$ cat src/rtl/score_bcd_scan_if.sv
// Score/display bundle between the game FSM, the score scanner and the 7-segment decoder.
// master = game side (drives clear/inc), slave = score_bcd_scan.
interface score_bcd_scan_if #(
    parameter int NUM_DIGITS = 4
);
    logic                      clear;
    logic                      inc;
    logic [3:0]                BCD_out;
    logic [NUM_DIGITS-1:0]     an;
    logic [4*NUM_DIGITS-1:0]   score;
    logic                      score_max;
    logic                      overflow;

    modport master (
        output clear, inc,
        input  BCD_out, an, score, score_max, overflow
    );

    modport slave (
        input  clear, inc,
        output BCD_out, an, score, score_max, overflow
    );
endinterface

$ cat src/rtl/score_bcd_scan.sv
// Saturating multi-digit BCD score counter with a time-multiplexed digit scan
// (one BCD nibble bus plus active-low anodes with leading-zero blanking).
module score_bcd_scan #(
    parameter int NUM_DIGITS  = 4,
    parameter int REFRESH_DIV = 100000
) (
    input  logic              clk,
    input  logic              reset,
    score_bcd_scan_if.slave   bus
);
    localparam int IDX_W = (NUM_DIGITS > 1) ? $clog2(NUM_DIGITS) : 1;
    localparam int CNT_W = $clog2(REFRESH_DIV);
    localparam logic [IDX_W-1:0] IDX_LAST = IDX_W'(NUM_DIGITS - 1);
    localparam logic [CNT_W-1:0] CNT_LAST = CNT_W'(REFRESH_DIV - 1);

    logic [4*NUM_DIGITS-1:0] r_score;
    logic                    r_overflow;
    logic [IDX_W-1:0]        r_idx;
    logic [CNT_W-1:0]        r_cnt;
    logic [3:0]              r_bcd;
    logic [NUM_DIGITS-1:0]   r_an;

    logic [4*NUM_DIGITS-1:0] w_score_inc;
    logic                    w_score_max;
    logic [NUM_DIGITS-1:0]   w_blank;
    logic [NUM_DIGITS-1:0]   w_an_next;
    logic [3:0]              w_digit_sel;

    // Decimal ripple carry: a 9 receiving a carry rolls to 0 and passes it on.
    always_comb begin : incr
        logic carry;
        w_score_inc = r_score;
        carry       = 1'b1;
        for (int i = 0; i < NUM_DIGITS; i++) begin
            if (carry) begin
                if (r_score[4*i +: 4] == 4'd9) begin
                    w_score_inc[4*i +: 4] = 4'd0;
                end else begin
                    w_score_inc[4*i +: 4] = r_score[4*i +: 4] + 4'd1;
                    carry = 1'b0;
                end
            end
        end
    end

    always_comb begin
        w_score_max = 1'b1;
        for (int i = 0; i < NUM_DIGITS; i++) begin
            if (r_score[4*i +: 4] != 4'd9) w_score_max = 1'b0;
        end
    end

    // Walk down from the top digit; digit 0 is never blanked.
    always_comb begin : blank
        logic zero_above;
        w_blank    = '0;
        zero_above = 1'b1;
        for (int i = NUM_DIGITS - 1; i > 0; i--) begin
            zero_above = zero_above & (r_score[4*i +: 4] == 4'd0);
            w_blank[i] = zero_above;
        end
    end

    always_comb begin
        w_digit_sel = 4'd0;
        w_an_next   = '1;
        for (int i = 0; i < NUM_DIGITS; i++) begin
            if (r_idx == IDX_W'(i)) begin
                w_digit_sel = r_score[4*i +: 4];
                if (!w_blank[i]) w_an_next[i] = 1'b0;
            end
        end
    end

    always_ff @(posedge clk or posedge reset) begin
        if (reset) begin
            r_score    <= '0;
            r_overflow <= 1'b0;
        end else if (bus.clear) begin
            r_score    <= '0;
            r_overflow <= 1'b0;
        end else if (bus.inc) begin
            if (w_score_max) r_overflow <= 1'b1;
            else             r_score    <= w_score_inc;
        end
    end

    always_ff @(posedge clk or posedge reset) begin
        if (reset) begin
            r_cnt <= '0;
            r_idx <= '0;
        end else if (r_cnt == CNT_LAST) begin
            r_cnt <= '0;
            r_idx <= (r_idx == IDX_LAST) ? '0 : r_idx + IDX_W'(1);
        end else begin
            r_cnt <= r_cnt + CNT_W'(1);
        end
    end

    always_ff @(posedge clk or posedge reset) begin
        if (reset) begin
            r_bcd <= 4'd0;
            r_an  <= '1;
        end else begin
            r_bcd <= w_digit_sel;
            r_an  <= w_an_next;
        end
    end

    assign bus.score     = r_score;
    assign bus.score_max = w_score_max;
    assign bus.overflow  = r_overflow;
    assign bus.BCD_out   = r_bcd;
    assign bus.an        = r_an;
endmodule
$ cat src/flat_wrapper.sv
// flat-port wrapper written by rule: the top's interface ports become plain ports
module score_bcd_scan_flat 
#(
    parameter int NUM_DIGITS  = 4,
    parameter int REFRESH_DIV = 100000
)
  (clk, reset, bus_clear, bus_inc, bus_BCD_out, bus_an, bus_score, bus_score_max, bus_overflow);
  score_bcd_scan_if #(.NUM_DIGITS(NUM_DIGITS)) bus_i ();
  input  logic clk;
  input  logic reset;
  input wire logic [$bits(bus_i.clear)-1:0] bus_clear;
  input wire logic [$bits(bus_i.inc)-1:0] bus_inc;
  output wire logic [$bits(bus_i.BCD_out)-1:0] bus_BCD_out;
  output wire logic [$bits(bus_i.an)-1:0] bus_an;
  output wire logic [$bits(bus_i.score)-1:0] bus_score;
  output wire logic [$bits(bus_i.score_max)-1:0] bus_score_max;
  output wire logic [$bits(bus_i.overflow)-1:0] bus_overflow;
  assign bus_i.clear = bus_clear;
  assign bus_i.inc = bus_inc;
  assign bus_BCD_out = bus_i.BCD_out;
  assign bus_an = bus_i.an;
  assign bus_score = bus_i.score;
  assign bus_score_max = bus_i.score_max;
  assign bus_overflow = bus_i.overflow;
  score_bcd_scan #(.NUM_DIGITS(NUM_DIGITS), .REFRESH_DIV(REFRESH_DIV)) u_core (.clk(clk), .reset(reset), .bus(bus_i));
endmodule
$ cat config.mk
export PLATFORM = sky130hd
export DESIGN_NAME = score_bcd_scan_flat
export DESIGN_NICKNAME = d
export VERILOG_FILES = /design/src/rtl/score_bcd_scan_if.sv /design/src/rtl/score_bcd_scan.sv /design/src/flat_wrapper.sv
export SDC_FILE = /design/constraint.sdc
export NUM_CORES = 1
export LEC_CHECK = 0
export ABC_AREA = 1
export BUFFER_PORTS_ARGS = -buffer_cell sky130_fd_sc_hd__buf_2
export CAP_MARGIN = 10
export CORE_MARGIN = 2
export CORE_UTILIZATION = 31
export CTS_CLUSTER_DIAMETER = 40
export DETAILED_ROUTE_END_ITERATION = 8
export SYNTH_ARGS = -nofsm -noshare
export SYNTH_HDL_FRONTEND = slang
export SYNTH_SLANG_ARGS = --single-unit
export TNS_END_PERCENT = 100
$ cat constraint.sdc
create_clock -name clk -period 1.8 [get_ports clk]
set_input_delay 0.18 -clock clk [delete_from_list [all_inputs] [get_ports clk]]
set_output_delay 0.18 -clock clk [all_outputs]
set_load 0.1 [all_outputs]
[Yosys cells after proc, flatten, opt, wreduce, memory -nomap -nowiden]
Cells that the tools add are included.
Operators by class
  $add $sub $neg: 6
  eq/ne operators: 13
  mux-type cells: 35
  bitwise logic cells: 2
  reduce and logical (&&, ||, !) cells: 14
Operators by type and width (count)
  $mux W16: 3
  $mux W4: 11
  $mux W1: 19
  $add A17 B1 Y17 const B: 1
  $eq A17 B17 Y1 const B: 1
  $mux W17: 1
  $add A4 B1 Y4 const B: 4
  $eq A4 B4 Y1 const B: 4
  $ne A4 B4 Y1 const B: 4
  $logic_not A4 Y1: 3
  $reduce_bool A2 Y1: 5
  $reduce_and A3 Y1: 3
  $eq A2 B2 Y1 const B: 2
  $reduce_and A2 Y1: 2
  $add A2 B1 Y2 const B: 1
  $and A1 B1 Y1: 2
  $eq A2 B1 Y1 const B: 1
  $logic_not A2 Y1: 1
  $mux W2: 1
  $ne A2 B2 Y1 const B: 1
Storage, ports and cells
  flip-flop bits (word level): 44
  input port bits: 4
  output and inout bits: 26
  word-level logic and storage cells: 79

[Logic depth before layout (Yosys ltp)]
  depth in word-level cells: 8
  mapped depth: 9
  mapped depth without buffers: 9

[Worst setup path after synthesis]
No wires, ideal clock.
  path type: register to output
  start point: register u_core.r_score[8] (netlist: u_core.bus.score[8])
  end point: output port bus_score_max
  data arrival time: 4.475 ns
  slack: -2.855 ns
  stages on the path, launching flop included: 6
  buffers on the path: 0
  cell sequence: dfrtp_1 -> ha_1 -> nand2_1 -> nor2_4 -> inv_1 -> nor4_1
On the way
  longest elaborated chain between the ends: 3
RTL lines
  start, declared: RTL line score_bcd_scan.sv:16  | logic [4*NUM_DIGITS-1:0] r_score;
  start signal, assigned: RTL line score_bcd_scan.sv:84  | else r_score <= w_score_inc;
  $ne A4 B4 Y1: RTL line score_bcd_scan.sv:49  | if (r_score[4*i +: 4] != 4'd9) w_score_max = 1'b0;
  $mux W1 (2 in a row): RTL line score_bcd_scan.sv:49
  end, declared: RTL line flat_wrapper.sv:16  | output wire logic [$bits(bus_i.score_max)-1:0] bus_score_max;
Every way passes these cells.

[Worst setup path after layout]
  start point: register u_core.r_score[4] (netlist: u_core.bus.score[4])
  end point: output port bus_score_max
On the way
  longest elaborated chain between the ends: 4
RTL lines (RTL line)
  $ne A4 B4 Y1: score_bcd_scan.sv:49
  $mux W1 (3 in a row): score_bcd_scan.sv:49
Every way passes these cells.

==> results.yml <==
clock_tree:
  clock-sinks: 44
  cts_root_buf: "clkbuf_8"
  clkLatencyLatePin_ns: 0.30
  cts_hold_buf: 0
  numCtsBuffers: 5
  clk_pin_slew_ns: 0.08
  htree_num_levels: 2
  cts_tree: "yes"
  clk_path_buf_depth: 2
synth:
  netlist.area_leader.share_pct: 37.6
  synthCells: 325
  synth.area.top_cells: "dfrtp_1, nand2_1, ha_1"
  synth-seq-area-share_pct: 41.5
  synth.distinct_cells: 33
  synth_fp_nets: 345
  synth.cell_area_um2: 2660
  synth-seq-cells: 44
  yosysTopAreaCell: "dfrtp_1"
  synth-compound-area-share_pct: 6.63
  synth_xor_area_share_pct: 3.29
  synth-simple-area-share_pct: 31.5
  synthAdderAreaFrac_pct: 7.52
  yosysWarnings: 0
  synthMuxAreaShare_pct: 0
  syn_area_per_cell_um2: 8.19
  synth_top_family_by_area: "simple AND/OR/NAND/NOR gates"
global_route:
  first_global_vias: 2142
  grt_pass1_wl_um: 10100
  grt_max_degree: 45
  gr-total-overflow: 0
  antenna_found_initial: 0
  track_usage_pct: 12.9
sta:
  tns_ns: 0
  hold_violations: 0
  max_slew_margin_pct: 62.6
  finalMaxSlewViolations: 0
  period_share_pct: 99.4
  timing.fmax_mhz: 559
  skew_ns: 0.00404
  finalWorstPathRequiredPeriod_ns: 1.79
  setup_viol: 0
  rsz0062_at_grt: "true"
  tightestPinTransition_ns: 0.561
cells_and_area:
  n_antenna_cell: 0
  multiInputGateArea_um2: 1380
  layout-drive-gt1-share_pct: 28.9
  fill_cells: 864
  regArea_um2: 1130
  stdcell_area_um2: 3200
  instances_no_fill: 472
  nets: 386
  syn_to_final_growth_pct: 20.3
  final_util_pct: 38.8
die:
  num_rows: 33
  die_area_um2: 9350
  ioPinCount: 30
  die-width_um: 96.7
  core_area_um2: 8260
  start_util_pct: 32.2
  fp.dieH_um: 96.7
job:
  max-cap-violations: 0
pwr:
  comb_power_share_pct: 26.2
  p_sw_share_pct: 35.7
  p_leak_nw: 1.59
  pwr-share-seq_pct: 43.9
  clockPowerShare_pct: 29.9
  max-vdd-ir-drop_v: 0.000396
  p_per_area_nw_per_um2: 781
  p_total_mw: 2.50
  p_switching_uw: 893
  intPower_mw: 1.61
routing:
  first_pass_iters: 4
  finalWirelength_um: 5690
  wl_met1_um: 2610
  wl_per_cell_um: 12.0
  vias_per_cell: 4.66
  ant_nets: 0
  wl_met3_um: 192
  wl_met2_um: 2820
  routed-via-count: 2198
  routed.top_layer: "met4"
  drtIter0Drc: 62
  route.detailed.drc: 0
worst_hold_path:
  hp-class: "primary input to asynchronous set/reset pin"
setup_path:
  crit_path_end_kind: "primary output"
  cp.required_ns: 1.62
  cp.arrival_ns: 1.61
  crit_fanout: 8
  crit_path_start_kind: "register"
  crit_type: "register to primary output"
placement:
  dp.cells: 456
  hpwl_um: 4220
  port_buffers: 29
  place_area_um2: 2990
  gp_congestion: 0.830
outcome:
  outcome: "finished, final reports clean"
==> cells in the mapped netlist <==
master    count
nand3b_1      2
nand2_2       3
buf_6         3
nor3_2        1
a21oi_1       9
nand4_1      16
o21ai_0      13
xnor2_1       3
xor2_1        7
or2_2         1
nand2_1      69
clkbuf_1      1
ha_1         16
dfstp_2       4
a22oi_1       3
nand3_1      20
nand4_4       1
nand3_4       3
nor4_1        1
inv_2         4
dfrtp_1      40
nor3_1        9
inv_1        51
nand3_2       4
buf_2         2
nor2_2        4
a21oi_2       1
nor2_4        4
o21ai_1       1
nor2_1       25
o22ai_1       1
o211ai_1      2
o21ai_2       1
==> through the flow <==
| step | setup slack [ns] | hold slack, ns |
|---|---|---|
| after floorplan | -0.622 | 0.335 |
| after global placement | 0.114 | 0.350 |
| after detailed placement | 0.0818 | 0.353 |
| after CTS | -0.126 | 0.0254 |
| after global routing | -0.0686 | 0.0710 |
| final | 0.0110 | 0.00538 |
==> final cells by class <==
class                   instances  area share, %
well taps                     105           4.10
clock inverters                 2           1.09
multi-input cells             220           42.9
repair buffers                 40           7.58
inverters                      55           6.60
clock buffers                   6           2.27
flip-flops and latches         44           35.4
==> per-layer routing <==
metal | up-vias | GRT usage, %
met4 | 0 | 3.25
met5 | - | 0
met3 | 6 | 2.75
met1 | 1037 | 16.8
li1 | 1121 | -
met2 | 34 | 21.7
==> power by group through the flow <==
stage               logic (mW)  clock network, mW  registers, mW
detailed placement       0.606                  0           1.12
CTS                      0.630              0.777           1.10
finish                   0.655              0.747           1.10
global placement         0.604                  0           1.12
global route             0.709              0.815           1.11
floorplan                0.190                  0           1.41
==> state kept, by name, summed over array words and instances, names as in the netlist <==
signal and count:
u_core.r_idx 2, u_core.bus.an 4, u_core.bus.score 16, u_core.bus.overflow 1, u_core.r_cnt 17, u_core.bus.BCD_out 4
==> what timing repair did <==
action / CTS / global route
pin swaps: 2 / 2
setup endpoints to repair: 1 / 5
setup buffers: 3 / 5
gates resized for setup: 3 / 10
==> critical path: stages, from the launching register on <==
cell and delay, ns:
dfrtp_2 0.44, ha_2 0.22, nand3_4 0.10, nor4_4 0.33
buf_12 0.22
==> cells in the final DEF (no fill, tap or decap), drive strengths merged <==
master and instances:
nand4 17, o22ai 1, bufinv 1, a22oi 3, clkbuf 6, a21oi 10, nor2 33, clkinv 2
or2 1, xor2 7, inv 54, o21ai 15, nor4 1, nand2 72, buf 40, dfrtp 40
xnor2 3, ha 16, dfstp 4, nand3 27, o211ai 2, nand3b 2, nor3 10
==> cell families (layout without fill, tap and decap cells) <==
kind of cell	after synthesis	in the layout
xor+xnor	10	10
compound gates	31	31
buf+inv	61	103
fa+ha+maj	16	16
flops	44	44
simple gates	163	163
==> worst paths after layout <==
| kind | end | slack [ns] | cells past startpoint | startpoint |
|---|---|---|---|---|
| setup reg to reg | u_core.r_cnt[7]$_DFF_PP0_ | 0.19 | 8 | u_core.r_cnt[0]$_DFF_PP0_ |
| setup / recovery | bus_score_max | 0.01 | 4 | u_core.bus.score[4]$_DFFE_PP0P_ |
| hold / removal | u_core.bus.BCD_out[1]$_DFF_PP0_ | 0.005 | 3 | reset |
| hold reg to reg | u_core.r_cnt[0]$_DFF_PP0_ | 0.47 | 1 | u_core.r_cnt[0]$_DFF_PP0_ |
| min in group clk | u_core.bus.overflow$_DFFE_PP0P_ | 0.14 | 2 | bus_clear |
| max in group asynchronous | u_core.bus.score[8]$_DFFE_PP0P_ | 1.37 | 3 | reset |
(Power assumes the default switching activity.)
